==> config.mk <==
export PLATFORM = sky130hd
export DESIGN_NAME = fpu_add_issue_flat
export DESIGN_NICKNAME = d
export VERILOG_FILES = /design/src/rtl/fpu_add_issue_if.sv /design/src/rtl/fpu_add_issue.sv /design/src/flat_wrapper.sv
export SDC_FILE = /design/constraint.sdc
export NUM_CORES = 1
export LEC_CHECK = 0
export BUFFER_PORTS_ARGS = -buffer_cell sky130_fd_sc_hd__buf_2
export CAP_MARGIN = 40
export CORE_UTILIZATION = 25
export CTS_CLUSTER_SIZE = 40
export DETAILED_ROUTE_END_ITERATION = 12
export GPL_TIMING_DRIVEN = 0
export PLACE_DENSITY_LB_ADDON = 0.08
export REMOVE_ABC_BUFFERS = 1
export SKIP_LAST_GASP = 1
export SLEW_MARGIN = 15
export SYNTH_ARGS = -nofsm -noshare
export SYNTH_HDL_FRONTEND = slang
export SYNTH_SLANG_ARGS = --single-unit
==> constraint.sdc <==
create_clock -name clk -period 2.24 [get_ports clk]
set_input_delay 0.224 -clock clk [delete_from_list [all_inputs] [get_ports clk]]
set_output_delay 0.224 -clock clk [all_outputs]
set_load 0.01 [all_outputs]
==> src/rtl/fpu_add_issue_if.sv <==
// Bus bundle between the fp16 add-issue block, its operand producer, the
// external adder and the result consumer. The slave modport is the issue block.
interface fpu_add_issue_if #(
  parameter int DEPTH = 4
);
  logic [15:0]              in_a;
  logic [15:0]              in_b;
  logic                     in_valid;
  logic                     in_ready;
  logic [31:0]              fpu_a;
  logic [31:0]              fpu_b;
  logic                     fpu_valid;
  logic [31:0]              fpu_result;
  logic                     fpu_done;
  logic [15:0]              res_data;
  logic                     res_valid;
  logic                     res_ready;
  logic [$clog2(DEPTH):0]   count;
  logic                     busy;
  logic                     timeout_err;

  modport slave (
    input  in_a, in_b, in_valid, fpu_result, fpu_done, res_ready,
    output in_ready, fpu_a, fpu_b, fpu_valid, res_data, res_valid,
           count, busy, timeout_err
  );

  modport master (
    output in_a, in_b, in_valid, fpu_result, fpu_done, res_ready,
    input  in_ready, fpu_a, fpu_b, fpu_valid, res_data, res_valid,
           count, busy, timeout_err
  );
endinterface

==> src/rtl/fpu_add_issue.sv <==
// fp16 add issue unit: buffers operand pairs in a small circular FIFO and
// feeds them one at a time to an external pipelined adder, holding each sum
// until the consumer takes it. Only one operation is ever outstanding.
// Optional feature: define FPU_ISSUE_TIMEOUT_EN to abort a WAIT that lasts
// TIMEOUT cycles, returning the NaN pattern 16'h7C01 and a sticky error flag.
module fpu_add_issue #(
  parameter int DEPTH   = 4,
  parameter int TIMEOUT = 15
) (
  input  logic           clk,
  input  logic           rst_n,
  fpu_add_issue_if.slave bus
);

  localparam int AW = (DEPTH > 1) ? $clog2(DEPTH) : 1;
  localparam int CW = AW + 1;

  typedef enum logic [1:0] {
    IDLE = 2'd0,
    WAIT = 2'd1,
    HOLD = 2'd2
  } state_t;

  state_t         state_q, state_d;

  logic [31:0]    mem_q [DEPTH];
  logic [AW-1:0]  wr_ptr_q, rd_ptr_q;
  logic [CW-1:0]  count_q;
  logic           push, pop;
  logic [31:0]    head;

  logic           fpu_valid_q, fpu_valid_d;
  logic [15:0]    fpu_a_q, fpu_a_d;
  logic [15:0]    fpu_b_q, fpu_b_d;
  logic [15:0]    res_data_q, res_data_d;
  logic           res_valid_q, res_valid_d;

`ifdef FPU_ISSUE_TIMEOUT_EN
  localparam int TW = $clog2(TIMEOUT + 1);
  logic [TW-1:0]  timer_q, timer_d;
  logic           timeout_err_q, timeout_err_d;
`else
  logic [31:0]    unused_timeout;
  assign unused_timeout = 32'(TIMEOUT);
`endif

  // Upper half of the adder result is not part of the fp16 sum.
  logic           unused_result_hi;
  assign unused_result_hi = ^bus.fpu_result[31:16];

  // Ready depends only on occupancy, so a full FIFO never accepts even if
  // the head is popped in the same cycle.
  assign bus.in_ready = (count_q < CW'(DEPTH));
  assign push         = bus.in_valid && bus.in_ready;
  assign head         = mem_q[rd_ptr_q];

  // Operand storage; contents are don't-care until written.
  always_ff @(posedge clk) begin
    if (push) begin
      mem_q[wr_ptr_q] <= {bus.in_a, bus.in_b};
    end
  end

  // FIFO pointers and occupancy; DEPTH is a power of two so pointers wrap.
  always_ff @(posedge clk or negedge rst_n) begin
    if (!rst_n) begin
      wr_ptr_q <= '0;
      rd_ptr_q <= '0;
      count_q  <= '0;
    end else begin
      if (push) wr_ptr_q <= wr_ptr_q + AW'(1);
      if (pop)  rd_ptr_q <= rd_ptr_q + AW'(1);
      case ({push, pop})
        2'b10:   count_q <= count_q + CW'(1);
        2'b01:   count_q <= count_q - CW'(1);
        default: count_q <= count_q;
      endcase
    end
  end

  // Issue FSM next-state and registered-output decode.
  always_comb begin
    state_d     = state_q;
    pop         = 1'b0;
    fpu_valid_d = 1'b0;
    fpu_a_d     = fpu_a_q;
    fpu_b_d     = fpu_b_q;
    res_data_d  = res_data_q;
    res_valid_d = res_valid_q;
`ifdef FPU_ISSUE_TIMEOUT_EN
    timer_d       = timer_q;
    timeout_err_d = timeout_err_q;
`endif
    case (state_q)
      IDLE: begin
        if (count_q != '0) begin
          pop         = 1'b1;
          fpu_a_d     = head[31:16];
          fpu_b_d     = head[15:0];
          fpu_valid_d = 1'b1;
          state_d     = WAIT;
`ifdef FPU_ISSUE_TIMEOUT_EN
          timer_d     = '0;
`endif
        end
      end
      WAIT: begin
        if (bus.fpu_done) begin
          res_data_d  = bus.fpu_result[15:0];
          res_valid_d = 1'b1;
          state_d     = HOLD;
        end
`ifdef FPU_ISSUE_TIMEOUT_EN
        else if (timer_q == TW'(TIMEOUT - 1)) begin
          res_data_d    = 16'h7C01;
          res_valid_d   = 1'b1;
          timeout_err_d = 1'b1;
          state_d       = HOLD;
        end else begin
          timer_d = timer_q + TW'(1);
        end
`endif
      end
      HOLD: begin
        if (bus.res_ready) begin
          res_valid_d = 1'b0;
          state_d     = IDLE;
        end
      end
      default: state_d = IDLE;
    endcase
  end

  // FSM state and registered outputs.
  always_ff @(posedge clk or negedge rst_n) begin
    if (!rst_n) begin
      state_q     <= IDLE;
      fpu_valid_q <= 1'b0;
      fpu_a_q     <= '0;
      fpu_b_q     <= '0;
      res_data_q  <= '0;
      res_valid_q <= 1'b0;
    end else begin
      state_q     <= state_d;
      fpu_valid_q <= fpu_valid_d;
      fpu_a_q     <= fpu_a_d;
      fpu_b_q     <= fpu_b_d;
      res_data_q  <= res_data_d;
      res_valid_q <= res_valid_d;
    end
  end

`ifdef FPU_ISSUE_TIMEOUT_EN
  // WAIT timer and sticky abort flag.
  always_ff @(posedge clk or negedge rst_n) begin
    if (!rst_n) begin
      timer_q       <= '0;
      timeout_err_q <= 1'b0;
    end else begin
      timer_q       <= timer_d;
      timeout_err_q <= timeout_err_d;
    end
  end
  assign bus.timeout_err = timeout_err_q;
`else
  assign bus.timeout_err = 1'b0;
`endif

  assign bus.fpu_a     = {16'h0000, fpu_a_q};
  assign bus.fpu_b     = {16'h0000, fpu_b_q};
  assign bus.fpu_valid = fpu_valid_q;
  assign bus.res_data  = res_data_q;
  assign bus.res_valid = res_valid_q;
  assign bus.count     = count_q;
  assign bus.busy      = (state_q != IDLE) || (count_q != '0);

endmodule

==> src/flat_wrapper.sv <==
// flat-port wrapper written by rule: the top's interface ports become plain ports
module fpu_add_issue_flat 
#(
  parameter int DEPTH   = 4,
  parameter int TIMEOUT = 15
)
  (clk, rst_n, bus_in_a, bus_in_b, bus_in_valid, bus_fpu_result, bus_fpu_done, bus_res_ready, bus_in_ready, bus_fpu_a, bus_fpu_b, bus_fpu_valid, bus_res_data, bus_res_valid, bus_count, bus_busy, bus_timeout_err);
  fpu_add_issue_if #(.DEPTH(DEPTH)) bus_i ();
  input  logic clk;
  input  logic rst_n;
  input wire logic [$bits(bus_i.in_a)-1:0] bus_in_a;
  input wire logic [$bits(bus_i.in_b)-1:0] bus_in_b;
  input wire logic [$bits(bus_i.in_valid)-1:0] bus_in_valid;
  input wire logic [$bits(bus_i.fpu_result)-1:0] bus_fpu_result;
  input wire logic [$bits(bus_i.fpu_done)-1:0] bus_fpu_done;
  input wire logic [$bits(bus_i.res_ready)-1:0] bus_res_ready;
  output wire logic [$bits(bus_i.in_ready)-1:0] bus_in_ready;
  output wire logic [$bits(bus_i.fpu_a)-1:0] bus_fpu_a;
  output wire logic [$bits(bus_i.fpu_b)-1:0] bus_fpu_b;
  output wire logic [$bits(bus_i.fpu_valid)-1:0] bus_fpu_valid;
  output wire logic [$bits(bus_i.res_data)-1:0] bus_res_data;
  output wire logic [$bits(bus_i.res_valid)-1:0] bus_res_valid;
  output wire logic [$bits(bus_i.count)-1:0] bus_count;
  output wire logic [$bits(bus_i.busy)-1:0] bus_busy;
  output wire logic [$bits(bus_i.timeout_err)-1:0] bus_timeout_err;
  assign bus_i.in_a = bus_in_a;
  assign bus_i.in_b = bus_in_b;
  assign bus_i.in_valid = bus_in_valid;
  assign bus_i.fpu_result = bus_fpu_result;
  assign bus_i.fpu_done = bus_fpu_done;
  assign bus_i.res_ready = bus_res_ready;
  assign bus_in_ready = bus_i.in_ready;
  assign bus_fpu_a = bus_i.fpu_a;
  assign bus_fpu_b = bus_i.fpu_b;
  assign bus_fpu_valid = bus_i.fpu_valid;
  assign bus_res_data = bus_i.res_data;
  assign bus_res_valid = bus_i.res_valid;
  assign bus_count = bus_i.count;
  assign bus_busy = bus_i.busy;
  assign bus_timeout_err = bus_i.timeout_err;
  fpu_add_issue #(.DEPTH(DEPTH), .TIMEOUT(TIMEOUT)) u_core (.clk(clk), .rst_n(rst_n), .bus(bus_i));
endmodule
==> metrics.cfg, run 1 <==
[outcome]
status = complete, no violations

[setup_path]
arrival_ns = 2.43
endpoint = u_core.bus.count[2]
critPathCaptureType = flop
r2r_start = u_core.bus.count[0]
critical_path_required_ns = 2.56
reg2reg_to = u_core.bus.count[2]
crit_path_start = u_core.bus.count[0]
crit_cells = 9
criticalPathCategory = flop to flop
cp-start-kind = flop
reg2reg_slack_ns = 0.13
crit_buf_inv = 2
r2r.worst_path.cells = 9
worstPathMaxFanout = 4
critPathMaxStageDelay_ns = 0.57
cpMaxStageDelayCell = or3_1
path_cells = or3_1, nand2_8, inv_1, ha_1, inv_1, fa_1, xor2_1, nor2_1, xnor2_1
path_delay_family = simple AND/OR/NAND/NOR gates
critPathMostFrequentCell = inv_1

[sta]
fin_skew_ns = 0.0159
hold_ws_ns = 0.0224
finalHoldViolations = 0
worst_slack_ns = 0.130
tightest_slew_ns = 0.534
fin_crit_sh = 0.942
fin_crit_ns = 2.11
rsz0062_at_grt = false
finalMaxSlewViolations = 0
finalSetupViolations = 0
timing.fmax_mhz = 474
slew_headroom = 0.644

[logic_synthesis]
synthTopCellsByArea = edfxtp_1 53%, dfrtp_1 20%, mux4_2 9.7%
syn_avg_cell_area_um2 = 20.3
ys_seq_area_frac = 0.735
yosys-top-cells-count = 128 x edfxtp_1, 59 x dfrtp_1, 48 x mux2_2, 33 x buf_4, 31 x mux4_2
ys.flop_type = edfxtp_1
yosysWarnings = 0
yosysTopAreaCellShare = 0.531
yosysTopAreaCell = edfxtp_1
yosysMostFrequentCell = edfxtp_1
synth-edff-count = 128
async_reset_ff_frac = 0.316
ys_ff_latch = 187
ys_types = 28
syn_area_um2 = 7230
synthCells = 357

[placed_design]
port_buffers = 107
place_congestion = 0.660
post-place-ws_ns = -0.296
place_inst = 835
dpl.hpwl_um = 9250

[routing]
routedWlPerCell_um = 17.4
drtAntennaViolNets = 0
route.detailed.drc = 0
drtIter0Drc = 120
finalWirelength_um = 15600
vias_per_cell = 3.93
drtPass1Iterations = 4
num_vias = 3520

[clock_tree]
clockBufferDepth = 2
numClockSinks = 187
cts-buffers-inserted = 17
htreeDepth = 4
clk_latency_ns = 0.42
cts_root_buf = clkbuf_16
cts_tree = yes
cts.clk_slew.worst_paths_ns = 0.08

[global_route]
grt_max_degree = 48
antenna_found_initial = 1
grt_first_pass_wirelength_um = 23000
grt_usage = 0.111
grt_pass1_vias = 3756
grt_overflow = 0

[final_layout]
drive_gt1_frac = 0.453
seq_area_um2 = 5330
fin_nets = 578
areaGrowthSynthToFinish_pct = 25.2
multiInputGateArea_um2 = 1690
final_cells = 895
fillerInstances = 2789

[die]
die_w_um = 172
fp.dieArea_um2 = 29600
core-area_um2 = 28100
fp-row-count = 61
die-height_um = 172
io_pins = 157
start_util = 0.258

[pwr]
cellLeakagePower_uw = 0.00341
ir_drop_uv = 491
p_per_area_nw_per_um2 = 1320
power_uw = 11900

[run]
cap_viol_max_count = 0

[worst_hold_path]
hp-class = primary input to flop

-- worst register-to-register path, delay by kind of cell (launching register included) --
kind          cells  cell delay, ns
simple gates      3            0.79
flops             1            0.42
fa+ha+maj         2            0.39
xor+xnor          2            0.27
buf+inv           2            0.13
-- per-layer routing --
layer  track usage  routed length, µm
met2         0.190               7640
met4        0.0323                168
met1         0.136               6880
met3        0.0311                886
met5             0                  0
-- cells in the final DEF, fill, tap and decap left out, types with 2 or more instances in the layout --
cell / count
buf_2: 106
buf_16: 2
o21ai_0: 2
dlygate4sd3_1: 25
dfrtp_1: 57
inv_1: 9
nand2_1: 3
nor2_1: 2
buf_12: 5
mux4_2: 31
a21oi_1: 2
buf_4: 2
clkbuf_16: 17
ha_1: 5
xnor2_1: 5
and2_2: 4
clkinv_4: 3
conb_1: 33
inv_8: 2
clkinv_8: 2
mux2_2: 48
edfxtp_1: 128
inv_6: 4
-- stage by stage --
stage	util	cell area (µm²)	setup TNS, ns
after floorplan	-	7000	-6.10
after global placement	0.285	8010	-131.16
after detailed placement	0.291	8180	-0.565
after CTS	0.322	9060	0
after global routing	0.322	9060	0
final	0.323	9060	0
-- registers in the layout (all words and copies together) (netlist names) --
| name | count |
|---|---|
| u_core.rd_ptr_q | 2 |
| u_core.bus.fpu_valid | 1 |
| u_core.bus.res_valid | 1 |
| u_core.state_q | 2 |
| u_core.fpu_b_q | 16 |
| u_core.fpu_a_q | 16 |
| u_core.bus.count | 3 |
| u_core.mem_q | 128 |
| u_core.bus.res_data | 16 |
| u_core.wr_ptr_q | 2 |
-- final cells by class --
class | count | share of cell area
multi-input cells | 148 | 0.186
repair buffers | 140 | 0.105
inverters | 9 | 0.00373
flip-flops and latches | 187 | 0.588
clock buffers | 18 | 0.0474
well taps | 378 | 0.0522
clock inverters | 14 | 0.0174
diodes | 1 | 0.000276
-- worst min path at each step --
| stage | cells past startpoint | to | from | slack (ns) |
|---|---|---|---|---|
| 4_1_cts | 1 | u_core.mem_q[2][1] | bus_in_b[1] | 0.00007 |
| 3_5_place_dp | 1 | u_core.bus.count[0] | rst_n | 0.12 |
| 6_report | 1 | u_core.mem_q[1][23] | bus_in_a[7] | 0.02 |
| 5_1_grt | 1 | u_core.mem_q[0][1] | bus_in_b[1] | 0.003 |
| 3_3_place_gp | 2 | u_core.state_q[1] | bus_res_ready | 0.41 |
| 2_1_floorplan | 0 | u_core.bus.count[0] | rst_n | -0.07 |
-- power by group --
part,total (µW),internal (µW),switching [µW]
Combinational,3830,1960,1870
Clock,3020,1590,1430
Sequential,5090,4630,453
Total,11900,8180,3750
-- logic make-up (layout without fill, tap and decap cells) --
logic type                 Yosys count  after routing  share of synthesized area
DFF                                187            187                      0.735
other                                1             34                   0.000518
AOI/OAI and AO/OA                    5              5                    0.00381
and+or+nand+nor                     16             17                     0.0121
muxes                               81             81                      0.176
adders and majority gates            6              6                     0.0114
buffers and inverters               55            181                     0.0533
xor gates and xnor gates             6              6                    0.00726
-- timing repair --
item,4_1_cts,5_1_grt
gates resized for setup,3,0
hold endpoints to repair,118,0
hold buffers,25,0
endpoints found under the setup margin,3,0
setup buffers,1,0
No activity file was read; power rests on OpenSTA's default activity.
==> run 2, diff against run 1 <==
- CTS_BUF_LIST: default -> sky130_fd_sc_hd__clkbuf_16
- GPL_TIMING_DRIVEN: 0 -> 1
==> run 2 against run 1 <==
Compared with the run above: routed wire length fell by 2.1%; combinational power rose by 2%; critical endpoint unchanged; worst hold slack got worse by 0.0067 ns; global-route usage fell by 0.34 points; via count rose by 1.5%; highest routed layer is now met5.
==> metrics.cfg, run 2 (same netlist as run 1, synthesis figures left out) <==
[routing]
route.detailed.drc = 0
finalWirelength_um = 15200
drtIter0Drc = 124
drtAntennaViolNets = 0
drtPass1Iterations = 4
wl_met1_um = 6730
routedWlPerCell_um = 16.9
vias_per_cell = 3.96
routed-wl-met3_um = 899
wl_met2_um = 7410
num_vias = 3573
top_layer = met5

[sta]
finalHoldViolations = 0
fin_tns_setup_ns = 0
fin_crit_ns = 1.94
slew_headroom = 0.510
timing.fmax_mhz = 514
rsz0062_at_grt = false
tightest_slew_ns = 0.735
finalSetupViolations = 0
fin_skew_ns = 0.0143
fin_crit_sh = 0.868
finalMaxSlewViolations = 0
worst_slack_ns = 0.296
hold_ws_ns = 0.0157

[die]
die_w_um = 172
io_pins = 157
die-height_um = 172
start_util = 0.258
core-area_um2 = 28100
fp-row-count = 61
fp.dieArea_um2 = 29600

[pwr]
netSwitchingFraction = 0.305
power_switching_uw = 3630
ir_drop_uv = 487
comb_power_share = 0.330
p_per_area_nw_per_um2 = 1310
p_int_uw = 8250
power_frac_clock = 0.246
seqPwrFrac = 0.424
cellLeakagePower_uw = 0.00345

[global_route]
grt_pass1_vias = 3723
grt_first_pass_wirelength_um = 22300
grt_usage = 0.108
grt_max_degree = 47
grt_overflow = 0
antenna_found_initial = 3

[final_layout]
areaGrowthSynthToFinish_pct = 25.6
fillerInstances = 2823
largest_reg_flops = 128
final_cell_mix = 128 x edfxtp_1, 106 x buf_2, 57 x dfrtp_1
fin_nets = 585
drive_gt1_frac = 0.457
final_common_cell = edfxtp_1
largest-register = u_core.mem_q

[setup_path]
worstPathMaxFanout = 5
critical_path_required_ns = 2.60
crit_buf_inv = 2
arrival_ns = 2.31
crit_path_start = u_core.state_q[0]
path_cells = nor2_1, nand2_2, inv_1, ha_1, inv_1, fa_1, xor2_1, nor2_1, xnor2_1
critPathMaxStageDelay_ns = 0.42
path_delay_family = adder cells
critPathCaptureType = flop
cpMaxStageDelayCell = dfrtp_1
r2r_start = u_core.state_q[0]
criticalPathCategory = flop to flop
cp-start-kind = flop

[worst_hold_path]
hp-class = primary input to flop
min_from = bus_in_a[11]

[clock_tree]
cts_tree = yes
cts-buffers-inserted = 17
numClockSinks = 187
post_cts_buffers = 0
htreeDepth = 4
clk_latency_ns = 0.43
clockBufferDepth = 2
cts_root_buf = clkbuf_16
cts.clk_slew.worst_paths_ns = 0.07

[placed_design]
place_congestion = 0.613
dpl.hpwl_um = 9310
post-place-ws_ns = 0.288
port_buffers = 107

[run]
cap_viol_max_count = 0

[outcome]
status = complete, no violations

-- run 2: worst register-to-register path, cell delays in order (launching register included) --
cell	delay, ns
dfrtp_1	0.42
nor2_1	0.25
nand2_2	0.12
inv_1	0.08
ha_1	0.18
inv_1	0.06
fa_1	0.37
xor2_1	0.15
nor2_1	0.12
xnor2_1	0.12
-- run 2: layout make-up --
class | instances | area, µm² | area share
Sequential cell | 187 | 5330 | 0.586
Multi-Input combinational cell | 147 | 1650 | 0.182
Timing Repair Buffer | 148 | 1030 | 0.114
Tap cell | 378 | 473 | 0.0520
Clock buffer | 17 | 425 | 0.0468
Clock inverter | 15 | 141 | 0.0156
Inverter | 9 | 33.8 | 0.00372
Antenna cell | 1 | 2.50 | 0.000275
-- run 2: final timing paths --
path,endpoint,slack [ns],depth (start not counted)
min reg2reg,u_core.fpu_a_q[9],0.50,1
max,u_core.bus.count[2],0.30,9
max reg2reg,u_core.bus.count[2],0.30,9
min in group asynchronous,u_core.bus.count[0],0.39,2
min,u_core.mem_q[3][27],0.02,1
max in group asynchronous,u_core.bus.res_data[12],1.17,3
-- run 2: metrics by stage --
stage	area, µm²	utilization	power (µW)	std cells
3_3_place_gp	8270	0.294	9090	844
6_report	9090	0.324	11900	902
2_1_floorplan	7000	-	7460	343
5_1_grt	9090	0.324	12600	901
3_5_place_dp	8270	0.294	9160	844
4_1_cts	9070	0.323	12200	899
-- run 2: timing repair --
item                                   in CTS  in global routing
endpoints found under the hold margin     120                  4
hold buffers                               23                  2
resized for setup                           0                  0
-- run 2: power groups by stage --
stage | Sequential, µW | Clock, µW | Combinational, µW
after floorplan | 5450 | 0 | 2000
after global placement | 5100 | 0 | 4000
after detailed placement | 5140 | 0 | 4020
after CTS | 5070 | 3030 | 4060
after global routing | 5150 | 3160 | 4340
final | 5040 | 2920 | 3920
-- run 2: layer usage --
| layer | vias to the layer above | track usage |
|---|---|---|
| li1 | 1608 | - |
| met1 | 1849 | 0.135 |
| met2 | 100 | 0.173 |
| met3 | 14 | 0.0355 |
| met4 | 2 | 0.0381 |
| met5 | - | 0 |
==> run 3, diff against run 2 <==
- ABC_AREA: default -> 1
==> run 3 against run 2 <==
Compared with the run above: non-clock buffer count fell by 3; via count rose by 47%; clock power rose by 8.2%; global-route usage rose by 1.1 points; worst setup slack improved by 0.18 ns; design area rose by 8.3%; worst hold slack improved by 0.0073 ns; sequential cell count did not move; largest power group unchanged; highest routed layer is now met4.
==> metrics.cfg, run 3 <==
[global_route]
met1_usage = 0.155
antenna_found_initial = 2
use_met2 = 0.196
grt_overflow = 0
met3_usage = 0.0237
grt_usage = 0.118
grt_pass1_vias = 5050
grt_max_degree = 66
busiest_layer = met2
grt_first_pass_wirelength_um = 29400

[clock_tree]
htreeDepth = 4
cts_resized = 0
clockBufferDepth = 2
cts_tree = yes
cts.clk_slew.worst_paths_ns = 0.08
cts_root_buf = clkbuf_16
cts-buffers-inserted = 17
clk_latency_ns = 0.43
numClockSinks = 187

[sta]
slew_headroom = 0.479
finalSetupViolations = 0
rsz0062_at_grt = false
timing.fmax_mhz = 567
finalHoldViolations = 0
finalMaxSlewViolations = 0
fin_crit_ns = 1.76
tightest_slew_ns = 0.782
fin_crit_sh = 0.787
fin_skew_ns = 0.0150

[logic_synthesis]
yosysMostFrequentCell = nand2_1
yosysTopAreaCellShare = 0.475
ys.flop_type = edfxtp_1
yosysWarnings = 0
ys_ff_latch = 187
ys_types = 26
syn_avg_cell_area_um2 = 10.1
yosys-top-cells-count = 296 x nand2_1, 139 x inv_1, 128 x edfxtp_1, 83 x nand3_1, 59 x dfrtp_1
synthCells = 801
ys_seq_area_frac = 0.658
syn_area_um2 = 8090
yosysTopAreaCell = edfxtp_1
synthTopCellsByArea = edfxtp_1 48%, dfrtp_1 18%, nand2_1 14%
synth-edff-count = 128
async_reset_ff_frac = 0.316

[routing]
routedWlPerCell_um = 14.0
drtAntennaViolNets = 0
drtIter0Drc = 262
finalWirelength_um = 18800
vias_per_cell = 3.89
route.detailed.drc = 0
drtPass1Iterations = 4
num_vias = 5248

[setup_path]
reg2reg_to = u_core.bus.count[2]
r2r.worst_path.cells = 9
worstPathMaxFanout = 5
cp-start-kind = flop
reg2reg_slack_ns = 0.48
criticalPathCategory = flop to flop
critPathCaptureType = flop
arrival_ns = 2.08
r2r_start = u_core.state_q[1]
critical_path_required_ns = 2.56

[die]
io_pins = 157
start_util = 0.255
fp.dieArea_um2 = 33100
die-height_um = 182
fp-row-count = 65
die_w_um = 182
core-area_um2 = 31700

[final_layout]
fin_nets = 1008
final_common_cell = nand2_1
final_cell_mix = 296 x nand2_1, 139 x inv_1, 128 x edfxtp_1
largest_reg_flops = 128
areaGrowthSynthToFinish_pct = 21.8
drive_gt1_frac = 0.182
postLayoutCellArea_um2 = 9850
largest-register = u_core.mem_q

[placed_design]
port_buffers = 107
place_congestion = 0.660
place_area_um2 = 9020
dpl.hpwl_um = 11000

[pwr]
power_uw = 12600
cellLeakagePower_uw = 0.00476
ir_drop_uv = 561
p_per_area_nw_per_um2 = 1280

[worst_hold_path]
hold_depth = 1
whs_endpoint = u_core.mem_q[3][9]
min_from = bus_in_b[9]
hp-class = primary input to flop

[outcome]
status = complete, no violations

[run]
cap_viol_max_count = 0

-- run 3: cell count changes in the layout (fill, tap and decap cells not counted), sizes merged, moves of 5 or more --
cell | previous run | this run
nand2 | 4 | 298
mux2 | 48 | 0
inv | 17 | 153
dlygate4sd3 | 25 | 20
nand3 | 2 | 83
mux4 | 32 | 0
-- run 3: through the flow --
stage,setup WS (ns),utilization,TNS [ns],hold WS [ns],std cells
2_1_floorplan,-0.263,-,-40.18,-0.0716,769
3_3_place_gp,0.472,0.284,0,0.413,1295
3_5_place_dp,0.473,0.284,0,0.105,1296
4_1_cts,0.457,0.310,0,0.000126,1347
5_1_grt,0.293,0.310,0,0.00553,1350
6_report,0.476,0.310,0,0.0230,1350
-- run 3: worst max path at each step --
stage	cells past startpoint	start	to
6_report	9	u_core.state_q[1]	u_core.bus.count[2]
5_1_grt	8	u_core.bus.count[0]	u_core.bus.count[1]
4_1_cts	9	u_core.state_q[1]	u_core.bus.count[2]
3_5_place_dp	9	u_core.state_q[1]	u_core.bus.count[2]
3_3_place_gp	9	u_core.state_q[1]	u_core.bus.count[2]
2_1_floorplan	3	u_core.bus.count[2]	u_core.mem_q[0][0]
-- run 3: power by group --
| group | switching, µW | internal, µW | total [µW] |
|---|---|---|---|
| logic | 3050 | 1520 | 4570 |
| registers | 322 | 4580 | 4900 |
| clock network | 1540 | 1620 | 3160 |
| total | 4910 | 7720 | 12600 |
-- run 3: routing by layer --
layer / routed length (µm) / share of wire
met5: 0 / 0
met1: 9130 / 0.48
met4: 168 / 0.0089
met3: 689 / 0.037
met2: 8860 / 0.47
-- run 3: layout make-up --
class                           count  area (µm²)
Antenna cell                        2        5.00
Clock buffer                       17         425
Clock inverter                     15         193
Fill cell                        3323       21900
Inverter                          144         543
Multi-Input combinational cell    438        1900
Sequential cell                   187        5320
Tap cell                          402         503
Timing Repair Buffer              145         956
-- run 3: critical path, stage by stage, from the launching register on --
cell and delay [ns]:
dfrtp_1 0.45, nor2_2 0.18, nand2_4 0.08, inv_4 0.05, ha_1 0.15, inv_1 0.06, fa_1 0.37, nand2_1 0.08
nand3_1 0.09, xor2_1 0.14
-- run 3: cell families after synthesis --
group | Yosys count | synth area share
buffers and inverters | 208 | 0.126
AO/OA/AOI/OAI | 5 | 0.00340
adder cells (fa/ha/maj) | 6 | 0.0102
AND/OR/NAND/NOR | 389 | 0.197
other | 1 | 0.000464
flip-flops | 187 | 0.658
XOR/XNOR | 5 | 0.00542
-- run 3: what timing repair did --
action                                 4_1_cts  5_1_grt
hold buffers                                19        1
buffers inserted                             0        0
endpoints found under the hold margin      122        2
